**src/rtl/spi_reg_pkg.sv**
```systemverilog
// Shared constants and FSM state type for the SPI register bank.
package spi_reg_pkg;

    localparam int FRAME_BITS = 16;
    localparam int CNT_W      = 5;

    localparam logic [6:0] ADDR_EN_OUT_LO = 7'h00;
    localparam logic [6:0] ADDR_EN_OUT_HI = 7'h01;
    localparam logic [6:0] ADDR_EN_PWM_LO = 7'h02;
    localparam logic [6:0] ADDR_EN_PWM_HI = 7'h03;
    localparam logic [6:0] ADDR_DUTY      = 7'h04;

    typedef enum logic [1:0] {
        IDLE   = 2'd0,
        SHIFT  = 2'd1,
        COMMIT = 2'd2
    } state_t;

endpackage

```
**src/rtl/spi_sync.sv**
```systemverilog
// Multi-flop synchroniser for one asynchronous input with rise/fall pulses
// derived from the last two synchronised samples.
module spi_sync #(
    parameter int STAGES = 2
) (
    input  logic clk,
    input  logic rst,
    input  logic d,
    output logic q,
    output logic rise,
    output logic fall
);

    logic [STAGES-1:0] chain_r;
    logic              prev_r;

    // Synchroniser chain plus one delayed sample for edge detection
    always_ff @(posedge clk) begin
        if (rst) begin
            chain_r <= '0;
            prev_r  <= 1'b0;
        end else begin
            chain_r <= {chain_r[STAGES-2:0], d};
            prev_r  <= chain_r[STAGES-1];
        end
    end

    assign q    = chain_r[STAGES-1];
    assign rise = q & ~prev_r;
    assign fall = ~q & prev_r;

endmodule

```
**src/rtl/spi_reg_bank.sv**
```systemverilog
// SPI mode-0 write-frame decoder holding the five PWM control registers.
// Optional readback on cipo is enabled by defining SPI_READBACK_EN.
module spi_reg_bank
    import spi_reg_pkg::*;
#(
    parameter int         SYNC_STAGES = 2,
    parameter logic [6:0] MAX_ADDR    = 7'h04
) (
    input  logic       clk,
    input  logic       rst,
    input  logic       sclk,
    input  logic       copi,
    input  logic       ncs,
    output logic       cipo,
    output logic [7:0] en_reg_out_7_0,
    output logic [7:0] en_reg_out_15_8,
    output logic [7:0] en_reg_pwm_7_0,
    output logic [7:0] en_reg_pwm_15_8,
    output logic [7:0] pwm_duty_cycle,
    output logic       wr_strobe
);

    localparam logic [CNT_W-1:0] FULL_CNT = CNT_W'(FRAME_BITS);

    logic sclk_q, sclk_rise, sclk_fall;
    logic copi_q;
    logic ncs_q, ncs_rise, ncs_fall;

    spi_sync #(.STAGES(SYNC_STAGES)) u_sync_sclk (
        .clk(clk), .rst(rst), .d(sclk), .q(sclk_q), .rise(sclk_rise), .fall(sclk_fall)
    );
    spi_sync #(.STAGES(SYNC_STAGES)) u_sync_copi (
        .clk(clk), .rst(rst), .d(copi), .q(copi_q), .rise(), .fall()
    );
    spi_sync #(.STAGES(SYNC_STAGES)) u_sync_ncs (
        .clk(clk), .rst(rst), .d(ncs), .q(ncs_q), .rise(ncs_rise), .fall(ncs_fall)
    );

    state_t                      state_r, state_nxt;
    logic [FRAME_BITS-1:0]       shift_r, shift_nxt;
    logic [CNT_W-1:0]            cnt_r, cnt_nxt;
    logic                        ovf_r, ovf_nxt;
    logic [7:0]                  regs_r [0:4];
    logic                        wr_strobe_r;
    logic                        commit_ok_s;
    logic [6:0]                  wr_addr_s;

    // Next-state and frame-capture logic
    always_comb begin
        state_nxt = state_r;
        shift_nxt = shift_r;
        cnt_nxt   = cnt_r;
        ovf_nxt   = ovf_r;
        case (state_r)
            IDLE: begin
                if (ncs_fall) begin
                    state_nxt = SHIFT;
                    shift_nxt = '0;
                    cnt_nxt   = '0;
                    ovf_nxt   = 1'b0;
                end else begin
                    state_nxt = IDLE;
                end
            end
            SHIFT: begin
                if (ncs_rise) begin
                    state_nxt = COMMIT;
                end else if (sclk_rise) begin
                    // A bit beyond the sixteenth marks the frame as too long
                    if (cnt_r == FULL_CNT) begin
                        ovf_nxt = 1'b1;
                    end else begin
                        shift_nxt = {shift_r[FRAME_BITS-2:0], copi_q};
                        cnt_nxt   = cnt_r + 5'd1;
                    end
                end else begin
                    state_nxt = SHIFT;
                end
            end
            COMMIT: begin
                state_nxt = IDLE;
            end
            default: begin
                state_nxt = IDLE;
            end
        endcase
    end

    assign wr_addr_s   = shift_r[14:8];
    assign commit_ok_s = (state_r == COMMIT) && (cnt_r == FULL_CNT) && !ovf_r &&
                         shift_r[15] && (wr_addr_s <= MAX_ADDR);

    // FSM and frame registers
    always_ff @(posedge clk) begin
        if (rst) begin
            state_r <= IDLE;
            shift_r <= '0;
            cnt_r   <= '0;
            ovf_r   <= 1'b0;
        end else begin
            state_r <= state_nxt;
            shift_r <= shift_nxt;
            cnt_r   <= cnt_nxt;
            ovf_r   <= ovf_nxt;
        end
    end

    // Control registers and write strobe, updated together on commit
    always_ff @(posedge clk) begin
        if (rst) begin
            for (int i = 0; i < 5; i++) begin
                regs_r[i] <= 8'h00;
            end
            wr_strobe_r <= 1'b0;
        end else begin
            wr_strobe_r <= commit_ok_s;
            if (commit_ok_s) begin
                case (wr_addr_s)
                    ADDR_EN_OUT_LO: regs_r[0] <= shift_r[7:0];
                    ADDR_EN_OUT_HI: regs_r[1] <= shift_r[7:0];
                    ADDR_EN_PWM_LO: regs_r[2] <= shift_r[7:0];
                    ADDR_EN_PWM_HI: regs_r[3] <= shift_r[7:0];
                    ADDR_DUTY:      regs_r[4] <= shift_r[7:0];
                    default:        ;
                endcase
            end
        end
    end

    assign en_reg_out_7_0  = regs_r[0];
    assign en_reg_out_15_8 = regs_r[1];
    assign en_reg_pwm_7_0  = regs_r[2];
    assign en_reg_pwm_15_8 = regs_r[3];
    assign pwm_duty_cycle  = regs_r[4];
    assign wr_strobe       = wr_strobe_r;

`ifdef SPI_READBACK_EN
    logic [7:0] rd_word_s;
    logic [7:0] rd_data_r;
    logic       rd_act_r;
    logic       cipo_r;
    logic       rd_ok_s;

    // Register selected by the address just shifted in (bits 14:8 sit in shift_r[6:0])
    always_comb begin
        rd_word_s = 8'h00;
        case (shift_r[6:0])
            ADDR_EN_OUT_LO: rd_word_s = regs_r[0];
            ADDR_EN_OUT_HI: rd_word_s = regs_r[1];
            ADDR_EN_PWM_LO: rd_word_s = regs_r[2];
            ADDR_EN_PWM_HI: rd_word_s = regs_r[3];
            ADDR_DUTY:      rd_word_s = regs_r[4];
            default:        rd_word_s = 8'h00;
        endcase
    end

    assign rd_ok_s = !shift_r[7] && (shift_r[6:0] <= MAX_ADDR);

    // Readback shifter: load after the eighth bit, advance on each sclk fall
    always_ff @(posedge clk) begin
        if (rst) begin
            rd_data_r <= 8'h00;
            rd_act_r  <= 1'b0;
            cipo_r    <= 1'b0;
        end else if (state_r != SHIFT) begin
            rd_act_r  <= 1'b0;
            cipo_r    <= 1'b0;
        end else if (sclk_fall) begin
            if (cnt_r == 5'd8) begin
                rd_act_r  <= rd_ok_s;
                cipo_r    <= rd_ok_s & rd_word_s[7];
                rd_data_r <= {rd_word_s[6:0], 1'b0};
            end else if ((cnt_r > 5'd8) && (cnt_r < FULL_CNT)) begin
                cipo_r    <= rd_act_r & rd_data_r[7];
                rd_data_r <= {rd_data_r[6:0], 1'b0};
            end else begin
                cipo_r    <= 1'b0;
            end
        end else begin
            cipo_r <= cipo_r;
        end
    end

    assign cipo = cipo_r;
`else
    assign cipo = 1'b0;
`endif

endmodule

```
**config.mk**
```make
export PLATFORM = sky130hd
export DESIGN_NAME = spi_reg_bank
export DESIGN_NICKNAME = d
export VERILOG_FILES = /design/src/rtl/spi_reg_pkg.sv /design/src/rtl/spi_sync.sv /design/src/rtl/spi_reg_bank.sv
export SDC_FILE = /design/constraint.sdc
export NUM_CORES = 1
export LEC_CHECK = 0
export ABC_CLOCK_PERIOD_IN_PS = 2050
export BUFFER_PORTS_ARGS = -buffer_cell sky130_fd_sc_hd__buf_2
export CAP_MARGIN = 40
export CORE_MARGIN = 4
export CORE_UTILIZATION = 48
export CTS_CLUSTER_SIZE = 30
export DETAILED_ROUTE_END_ITERATION = 6
export GPL_TIMING_DRIVEN = 0
export PLACE_DENSITY = 0.72
export SLEW_MARGIN = 10
export SYNTH_ARGS = -nofsm -noshare
export SYNTH_HDL_FRONTEND = slang
export SYNTH_SLANG_ARGS = --single-unit
```
**constraint.sdc**
```tcl
create_clock -name clk -period 2.05 [get_ports clk]
set_input_delay 0.1025 -clock clk [delete_from_list [all_inputs] [get_ports clk]]
set_output_delay 0.1025 -clock clk [all_outputs]
set_load 0.01 [all_outputs]
```
== Word-level counts from Yosys, hierarchy flattened ==
Memories as Yosys holds them, arrays and structs flattened.
Cells that the tools add are included.
Word-level totals
  register bits after elaboration: 33
  memory bits (writable): 40
  input port bits: 5
  output and inout bits: 42
  word-level logic and storage cells: 93
  memories: 1
Memory list
  regs_r: words 5, bits a word 8, read ports 5, clocked after Yosys merged registers in 0, wr ports 5, RTL line spi_reg_bank.sv:43  | logic [7:0] regs_r [0:4];
Cells by class
  add/subtract/negate cells: 1
  magnitude comparators: 1
  equality and inequality tests: 13
  multiplexer cells: 46
  bitwise gates (word level): 11
  reduce and logical (&&, ||, !) cells: 10
Operators by type and width (number)
  16-bit two-way mux: 4
  8-bit two-way mux: 5
  16-bit case mux with 2 select lines: 1
  1-bit two-way mux: 27
  5-bit two-way mux: 4
  7-bit by 2-bit == test with 1-bit output, second input constant: 2
  2-bit != test, second input constant: 5
  5-bit case mux with 2 select lines: 1
  5-bit AND reduction: 2
  7-bit by 1-bit == test with 1-bit output, second input constant: 1
  7-bit by 3-bit == test with 1-bit output, second input constant: 1
  7-bit by 3-bit less-or-equal comparator with 1-bit output, second input constant: 1
  7-bit zero test: 1
  5-bit by 1-bit adder with 5-bit output, second input constant: 1
  5-bit == test, second input constant: 1
  1-bit bitwise OR: 5
  1-bit logical AND: 4
  2-bit two-way mux: 2
  2-bit case mux with 2 select lines: 1
  1-bit AND: 3
  3-bit != test, second input constant: 1
  1-bit inverter: 3
  2-bit by 1-bit == test with 1-bit output, second input constant: 1
  2-bit == test, second input constant: 1
  other kinds (4): 4

== Longest topological paths before layout ==
Gate-level depths: netlist of run 1.
  word-level depth: 9
  mapped depth: 8

== Modules after synthesis ==
From an unflattened synthesis of run 1, not the netlist that was laid out.
Second synthesis, totals
  cells, all modules: 214
  area total of the unflattened synthesis: 2736.4 µm²
By module, submodules not included
  spi_reg_bank: times used 1, cells an instance 190, area each 2462.4 µm²
  spi_sync: times used 3, cells an instance 8, area each 91.3 µm²

== Least setup slack after synthesis of run 1 ==
OpenSTA, ideal clock, no wires.
  path kind: register to register
  from: reg cnt_r[0]
  to: mem regs_r[4][0] (netlist: regs_r[0][32]) (enable)
  setup time: 0.375 ns
  arrival time: 1.607 ns
  data required time: 1.675 ns
  path slack: 0.069 ns
  cell stages (with the launch flop): 7
  path buffers: 1
  clock period less this slack: 1.981 ns
  cells stage by stage: dfxtp_1 inv_1 ha_1 nor4bb_1 clkbuf_2 nand4b_1 o21bai_1
RTL lines
  from (decl): RTL line spi_reg_bank.sv:41  | logic [CNT_W-1:0] cnt_r, cnt_nxt;
  from (signal assigned): RTL line spi_reg_bank.sv:103  | cnt_r <= cnt_nxt;
  to (decl): RTL line spi_reg_bank.sv:43

==> results of run 1 <==
metal layers:
| layer | vias up | part of all wire |
|---|---|---|
| met3 | 11 | 0.077 |
| met5 | - | 0 |
| li1 | 989 | - |
| met4 | 0 | 0.012 |
| met1 | 965 | 0.43 |
| met2 | 81 | 0.48 |
flip-flops by register name (all words and copies together) (netlist names):
register and count:
ovf_r 1, cnt_r 5, u_sync_ncs.chain_r 2, state_r 2
u_sync_ncs.prev_r 1, regs_r 40, u_sync_sclk.chain_r 2, u_sync_copi.chain_r 2
shift_r 16, wr_strobe 1, u_sync_sclk.prev_r 1
cells by family after synthesis:
logic type / synth area share
other cells: 0.00129
flops: 0.641
buf+inv: 0.0461
compound gates: 0.100
fa+ha+maj: 0.0121
simple gates: 0.199
synth_stat cells (all sizes together), types with 2 or more instances:
library cell,n,area [um2]
or3,4,25.0
a21oi,8,47.6
buf,6,57.6
clkbuf,12,46.3
nor2,13,48.8
inv,8,30.0
a31o,3,26.3
o311ai,4,35.0
and2,8,50.1
nor4b,2,32.5
a221o,9,90.1
edfxtp,40,1200
nand4b,2,17.5
a21o,2,16.3
dfxtp,33,661
ha,2,25.0
nor3b,13,97.6
o32ai,2,25.0
or4,3,22.5
nor3,11,55.1
o21ai,3,15.0
nand3,5,25.0
a311o,2,20.0
nor2b,8,50.1
nand2,18,67.6
nand2b,3,18.8
final timing paths:
path,start,to,slack [ns],cells after the start
worst max-delay path,cnt_r[0],regs_r[0][22],0.11,8
worst min register to register,u_sync_copi.chain_r[0],u_sync_copi.chain_r[1],0.44,1
worst max register to register,cnt_r[0],regs_r[0][22],0.11,8
worst min-delay path,rst,cnt_r[0],0.40,4
cell type report:
| cell class | instances | area [um2] |
|---|---|---|
| buffer | 18 | 106 |
| clock buffer | 9 | 124 |
| clock inverter | 7 | 95.1 |
| fill | 500 | 2310 |
| inverter | 8 | 30.0 |
| multi-input combinational | 137 | 985 |
| sequential | 73 | 1860 |
| tap | 75 | 93.8 |
| timing repair buffer | 50 | 277 |
worst max-delay path, stage by stage, from the launching register on:
cell,delay (ns)
dfxtp_2,0.35
inv_1,0.07
ha_2,0.17
nor4bb_4,0.18
buf_4,0.15
nand4b_1,0.12
buf_6,0.16
nor2_4,0.17
a31o_4,0.26
power by group:
group | internal (mW) | switching (mW)
Clock | 0.682 | 0.523
Sequential | 1.58 | 0.0119
Combinational | 0.0560 | 0.0900
Total | 2.31 | 0.625
stage by stage:
stage	worst slack, ns	hold slack [ns]	instances	power (mW)	setup TNS (ns)
2_1_floorplan	0.0687	0.231	236	1.70	0
3_5_place_dp	-0.356	0.321	355	1.76	-8.79
3_3_place_gp	-0.306	0.312	355	1.76	-7.82
5_1_grt	0.00645	0.435	377	3.05	0
4_1_cts	0.0131	0.379	376	2.96	0
6_report	0.112	0.401	377	2.94	0
repair_timing:
| action | CTS | global route |
|---|---|---|
| endpoints found under the setup margin | 52 | 84 |
| gates resized for setup | 10 | 8 |
| pin swaps | 2 | 3 |
| setup buffers | 2 | 1 |
| hold buffers | 3 | 0 |
| hold endpoints to repair | 3 | 0 |
==> metrics.txt, run 1 <==
final instance area 3570 um2; worst-path fanout max 8; TritonCTS clock tree yes; Clock Sinks 73; Synth Instances 236; Seq cells post-synth 73; final hold viol count 0; syn_area_per_cell 12.3 um2; Routed WL 5.94 mm; htree depth 3; GR Util met3 0.0586; Initial DRC Count 114; fin crit share 0.946; most frequent cells in the layout buf_2, edfxtp_1, dfxtp_1; number of buffers created by CTS 9; CP endpoint kind register; global-route wire length before repair 9.46 mm; Hold Crit Class input port to register; pwr/cell area 822 nW/um2; fin nets 304; DR vias 2046; vias in the first global route 1887; routability cong. 0.822; Reg clk slew, reported paths 0.08 ns; Critical Path RT 2.09 ns; Post-DP Area 3220 um2; chip width 85.8 um; core area 5890 um2; Yosys warnings 0; Root Driver clkbuf_8; distinct cell type count after synthesis 45; routed vias/inst 5.43; HPWL Detailed 4.10 mm; status complete, no violations; Max-cap violations 0; drt wl/cell 15.8 um; M2 GR Usage 0.267; Ports 47; Period minus WS final 1.94 ns; Max Slew Vio Count 0; initial antenna violation count 0; commonest non-fill, non-tap cell in the layout buf_2; WP data arrival 1.98 ns; peak supply drop 530 uV; Row Count 28; Slew Limit Headroom 0.607; pin count of the biggest net entering global routing 14; Layout area overhead 23.1%; Startpoint Class register; Max Root-Sink Buffers 2; Starting Density 0.493; top_reg_cell synth edfxtp_1; final core utilization 0.607; DIE AREA 7360 um2; die extent in y 85.8 um; Post-route DRC 0; worst slew pin tran 0.589 ns; Async S/R FF share, synth 0; Post-Syn Nets 243; met1 Usage GRT 0.217; layout cells sized above 1 0.281; GR peak layer met2; Final ANT Viol Nets 0; Worst-Skew Late Latency 0.34 ns; gr ovfl total 0; DRT Pass-1 Iters 4; Fmax achieved 516 MHz; # setup viols final 0; Post-synth EDFFs 40; Fin Clk Skew 0.00760 ns; RSZ-0062 raised after global routing no; sequential fraction of the synthesis area 0.641; Total GRT Usage 0.168; diode count 0; leak pwr 1.32 nW; Setup Crit Path Kind register to register; IO buf count 44; Post-Syn Area 2900 um2
(Power assumes the default switching activity.)
==> run 2: changes to the inputs <==
ABC_CLOCK_PERIOD_IN_PS = 2000   (was 2050)
PLACE_DENSITY = 0.71   (was 0.72)
clock period = 2 ns   (was 2.05 ns; I/O delays follow)
==> run 2 against run 1 <==
Final cell count is 0.53% higher; sequential share of layout area rose by 0.16 points; clock power fell by 13%; first-iteration DRC count decreased by 40%; combinational power rose by 5%; die area is the same; wire length increased by 1.1%; power fell by 3.9%; via count is 1.2% lower; critical endpoint is now regs_r[0][24]; maximum frequency shrank 0.20%; clock skew rose by 0.0017 ns.
==> metrics.txt, run 2 (synthesis gave the netlist of run 1 again) <==
Row Count 28; Post-route DRC 0; Clock power frac 0.369; sequential share of power 0.576; metal3 WL 396 um; WHS 0.387 ns; Fmax achieved 515 MHz; routed vias/inst 5.33; Gate power share 0.054; htree depth 3; final hold viol count 0; HPWL Detailed 4.08 mm; pin count of the biggest net entering global routing 16; IO buf count 44; final instance area 3570 um2; Critical Path RT 2.05 ns; peak supply drop 400 uV; number of buffers created by CTS 9; Total GRT Usage 0.171; worst slew pin tran 0.578 ns; Pint 2.14 mW; TritonCTS clock tree yes; DRT Pass-1 Iters 5; highest routed layer met4; Final ANT Viol Nets 0; CP endpoint kind register; Period minus WS final 1.94 ns; drt wl/cell 15.8 um; Max-cap violations 0; Reg clk slew, reported paths 0.08 ns; Ports 47; worst slack, placed -0.387 ns; met2 WL post-DR 2.95 mm; Setup Crit Path Kind register to register; Top reg by flops regs_r; WP data arrival 1.99 ns; Root Driver clkbuf_8; commonest non-fill, non-tap cell in the layout buf_2; net switching power 0.679 mW; initial antenna violation count 0; Clock Sinks 73; Max Slew Vio Count 0; Layout area overhead 22.9%; final core utilization 0.606; fin crit share 0.971; leak pwr 1.33 nW; top flop regs regs_r (40), shift_r (16), cnt_r (5); vias in the first global route 1918; routability cong. 0.835; wl on met1 2.60 mm; PnR worst setup slack 0.0577 ns; Hold Crit Class input port to register; max reg flops 40; core area 5890 um2; Max Root-Sink Buffers 2; Pwr Total 2.82 mW; filler cell count 483; fin nets 306; Fin Clk Skew 0.00935 ns; Worst-Skew Late Latency 0.35 ns; gr ovfl total 0; worst-path fanout max 8; DR vias 2021; diode count 0; Startpoint Class register; Post-DP Area 3220 um2; Initial DRC Count 68; Slew Limit Headroom 0.615; chip width 85.8 um; status complete, no violations; global-route wire length before repair 9.58 mm; die extent in y 85.8 um; DIE AREA 7360 um2; Routed WL 6.01 mm; pwr/cell area 791 nW/um2; Starting Density 0.493; # setup viols final 0; most frequent cells in the layout buf_2, edfxtp_1, dfxtp_1; layout cells sized above 1 0.293; Net Sw Frac 0.241
run 2: changes by cell type in the layout (fill, tap and decap cells not counted), sizes merged:
cell      delta
buf          +2
bufinv       -2
clkinv       -1
clkinvlp     -1
inv          +4
run 2: metrics by stage:
| stage | TNS (ns) | instances |
|---|---|---|
| global placement | -9.91 | 355 |
| floorplan | 0 | 236 |
| detailed placement | -11.76 | 355 |
| finish | 0 | 379 |
| CTS | 0 | 378 |
| global route | -0.0182 | 379 |
run 2: area by class of cell:
| class | instances | area (um2) | area share |
|---|---|---|---|
| repair buffers | 52 | 304 | 0.0852 |
| inverters | 8 | 30.0 | 0.00842 |
| flip-flops and latches | 73 | 1870 | 0.523 |
| plain buffers | 18 | 106 | 0.0298 |
| well taps | 75 | 93.8 | 0.0263 |
| multi-input cells | 137 | 985 | 0.276 |
| clock buffers | 9 | 124 | 0.0347 |
| clock inverters | 7 | 58.8 | 0.0165 |
run 2: per-layer routing:
metal / vias to the layer above / global-route usage
met4: 0 / 0.0691
met3: 4 / 0.0471
li1: 997 / -
met1: 953 / 0.221
met5: - / 0
met2: 67 / 0.272
run 2: what timing repair did:
| item | CTS | global route |
|---|---|---|
| buffers inserted | 4 | 1 |
| setup endpoints to repair | 80 | 80 |
| cloned | 0 | 0 |
| hold buffers | 3 | 0 |
| pin swaps | 4 | 2 |
| resized for setup | 11 | 9 |
| endpoints found under the hold margin | 3 | 0 |
run 2: worst paths after layout:
path	cells past startpoint	slack, ns	endpoint	start
max	8	0.06	regs_r[0][24]	cnt_r[0]
min	3	0.39	shift_r[8]	rst
max reg2reg	8	0.06	regs_r[0][24]	cnt_r[0]
min reg2reg	1	0.44	u_sync_sclk.chain_r[1]	u_sync_sclk.chain_r[0]
run 2: power by group through the flow:
stage          Sequential, mW  Combinational, mW  Clock (mW)
4_1_cts                  1.63              0.155        1.07
3_3_place_gp             1.66              0.140           0
2_1_floorplan            1.68             0.0641           0
5_1_grt                  1.63              0.166        1.15
3_5_place_dp             1.66              0.141           0
6_report                 1.63              0.153        1.04
run 2: critical path, cell delays in order, from the launching register on:
cell      delay (ns)
dfxtp_4         0.37
inv_2           0.06
ha_2            0.17
nor4bb_4        0.18
buf_4           0.15
nand4b_1        0.13
buf_6           0.17
nor2_4          0.16
a31o_4          0.26
==> run 3: changes to the inputs <==
PLACE_DENSITY = 0.77   (was 0.71)
==> run 3 against run 2 <==
Worst hold slack gained 0.018 ns; power is 3.8% higher; die area unchanged; via count is 3.8% higher; clock-buffer cell count unchanged.
==> metrics.txt, run 3 (synthesis gave the netlist of run 1 again) <==
routed vias/inst 5.55; Root Driver clkbuf_8; Max Root-Sink Buffers 2; RR Startpoint cnt_r[1]; Routed WL 6.23 mm; Ports 47; core area 5890 um2; Fin Clk Skew 0.0129 ns; DR vias 2098; Final ANT Viol Nets 0; Top reg by flops regs_r; Max Slew Vio Count 0; Worst-Skew Late Latency 0.35 ns; Layout area overhead 23.3%; fin crit share 0.954; diode count 0; Slew Limit Headroom 0.609; Reg clk slew, reported paths 0.08 ns; htree depth 3; most frequent cells in the layout buf_2, edfxtp_1, dfxtp_1; worst slack, placed -0.440 ns; worst slew pin tran 0.586 ns; worst reg2reg path endpoint regs_r[0][21]; top flop regs regs_r (40), shift_r (16), cnt_r (5); HPWL Detailed 4.29 mm; gr ovfl total 0; status complete, no violations; Starting Density 0.493; CP endpoint kind register; pwr/cell area 819 nW/um2; chip width 85.8 um; initial antenna violation count 0; global-route wire length before repair 9.95 mm; drt wl/cell 16.5 um; Post-DP Area 3220 um2; Setup Crit Path Kind register to register; Period minus WS final 1.91 ns; DIE AREA 7360 um2; Post-route DRC 0; Total GRT Usage 0.177; Fmax achieved 524 MHz; die extent in y 85.8 um; number of buffers created by CTS 9; Crit. Startpoint cnt_r[1]; final hold viol count 0; Critical Path RT 2.04 ns; fin nets 305; Row Count 28; vias in the first global route 1970; leak pwr 1.34 nW; worst-path fanout max 8; r2r setup slk 0.09 ns; Pwr Total 2.93 mW; final instance area 3580 um2; PnR worst setup slack 0.0919 ns; max reg flops 40; IO buf count 44; Initial DRC Count 142; TritonCTS clock tree yes; commonest non-fill, non-tap cell in the layout buf_2; # setup viols final 0; RSZ-0062 raised after global routing no; layout cells sized above 1 0.300; FF-to-FF path depth 8; Max-cap violations 0; pin count of the biggest net entering global routing 15; Startpoint Class register; Hold Crit Class input port to register; peak supply drop 435 uV; Worst Setup EP regs_r[0][21]; WP data arrival 1.95 ns; DRT Pass-1 Iters 5; Clock Sinks 73; routability cong. 0.873
## run 3: cell count changes in the layout (fill, tap and decap cells not counted), sizes merged
cell      previous run  this run
inv                 12        11
clkinv               1         2
bufinv               0         1
buf                 56        55
clkinvlp             2         1
## run 3: area by class of cell
cell class / instances / area [um2]
clock buffer: 9 / 124
fill: 482 / 2310
timing repair buffer: 51 / 284
inverter: 8 / 30.0
tap: 75 / 93.8
clock inverter: 7 / 76.3
multi-input combinational: 137 / 998
buffer: 18 / 106
sequential: 73 / 1870
## run 3: worst max-delay path, cell delays in order (launching register included)
cell and delay (ns):
dfxtp_2 0.35, inv_2 0.08, ha_4 0.14, nor4bb_4 0.18, buf_4 0.16, nand4b_1 0.12, buf_6 0.17, nor2_4 0.15
a31o_4 0.27
## run 3: timing repair
item / 4_1_cts / 5_1_grt
buffers inserted: 2 / 2
hold buffers: 3 / 0
pin swaps: 4 / 3
endpoints found under the hold margin: 3 / 0
endpoints found under the setup margin: 80 / 79
resized for setup: 15 / 10
## run 3: how the worst min path moves through the flow
stage | end | cells past startpoint | from | slack [ns]
2_1_floorplan | u_sync_copi.chain_r[0] | 1 | copi | 0.23
4_1_cts | shift_r[8] | 3 | rst | 0.37
5_1_grt | shift_r[8] | 3 | rst | 0.41
3_5_place_dp | u_sync_ncs.chain_r[0] | 2 | ncs | 0.32
6_report | u_sync_copi.chain_r[1] | 3 | rst | 0.40
3_3_place_gp | u_sync_ncs.chain_r[0] | 2 | ncs | 0.31
## run 3: layer usage
layer / GRT usage / wire length [um]
met1: 0.224 / 2710
met2: 0.290 / 3020
met3: 0.0423 / 404
met4: 0.0777 / 98
met5: 0 / 0
## run 3: report_power, final
part | switching (mW) | leakage (nW) | total, mW | internal, mW
combinational | 0.0942 | 0.569 | 0.152 | 0.0577
clock | 0.566 | 0.0983 | 1.15 | 0.587
sequential | 0.0125 | 0.668 | 1.63 | 1.61
total | 0.672 | 1.34 | 2.93 | 2.26
## run 3: metrics by stage
stage | cells | hold WS (ns) | setup TNS [ns] | utilization
2_1_floorplan | 236 | 0.228 | 0 | -
3_3_place_gp | 355 | 0.309 | -9.66 | 0.547
3_5_place_dp | 355 | 0.317 | -15.54 | 0.547
4_1_cts | 376 | 0.373 | 0 | 0.599
5_1_grt | 378 | 0.414 | 0 | 0.608
6_report | 378 | 0.405 | 0 | 0.608
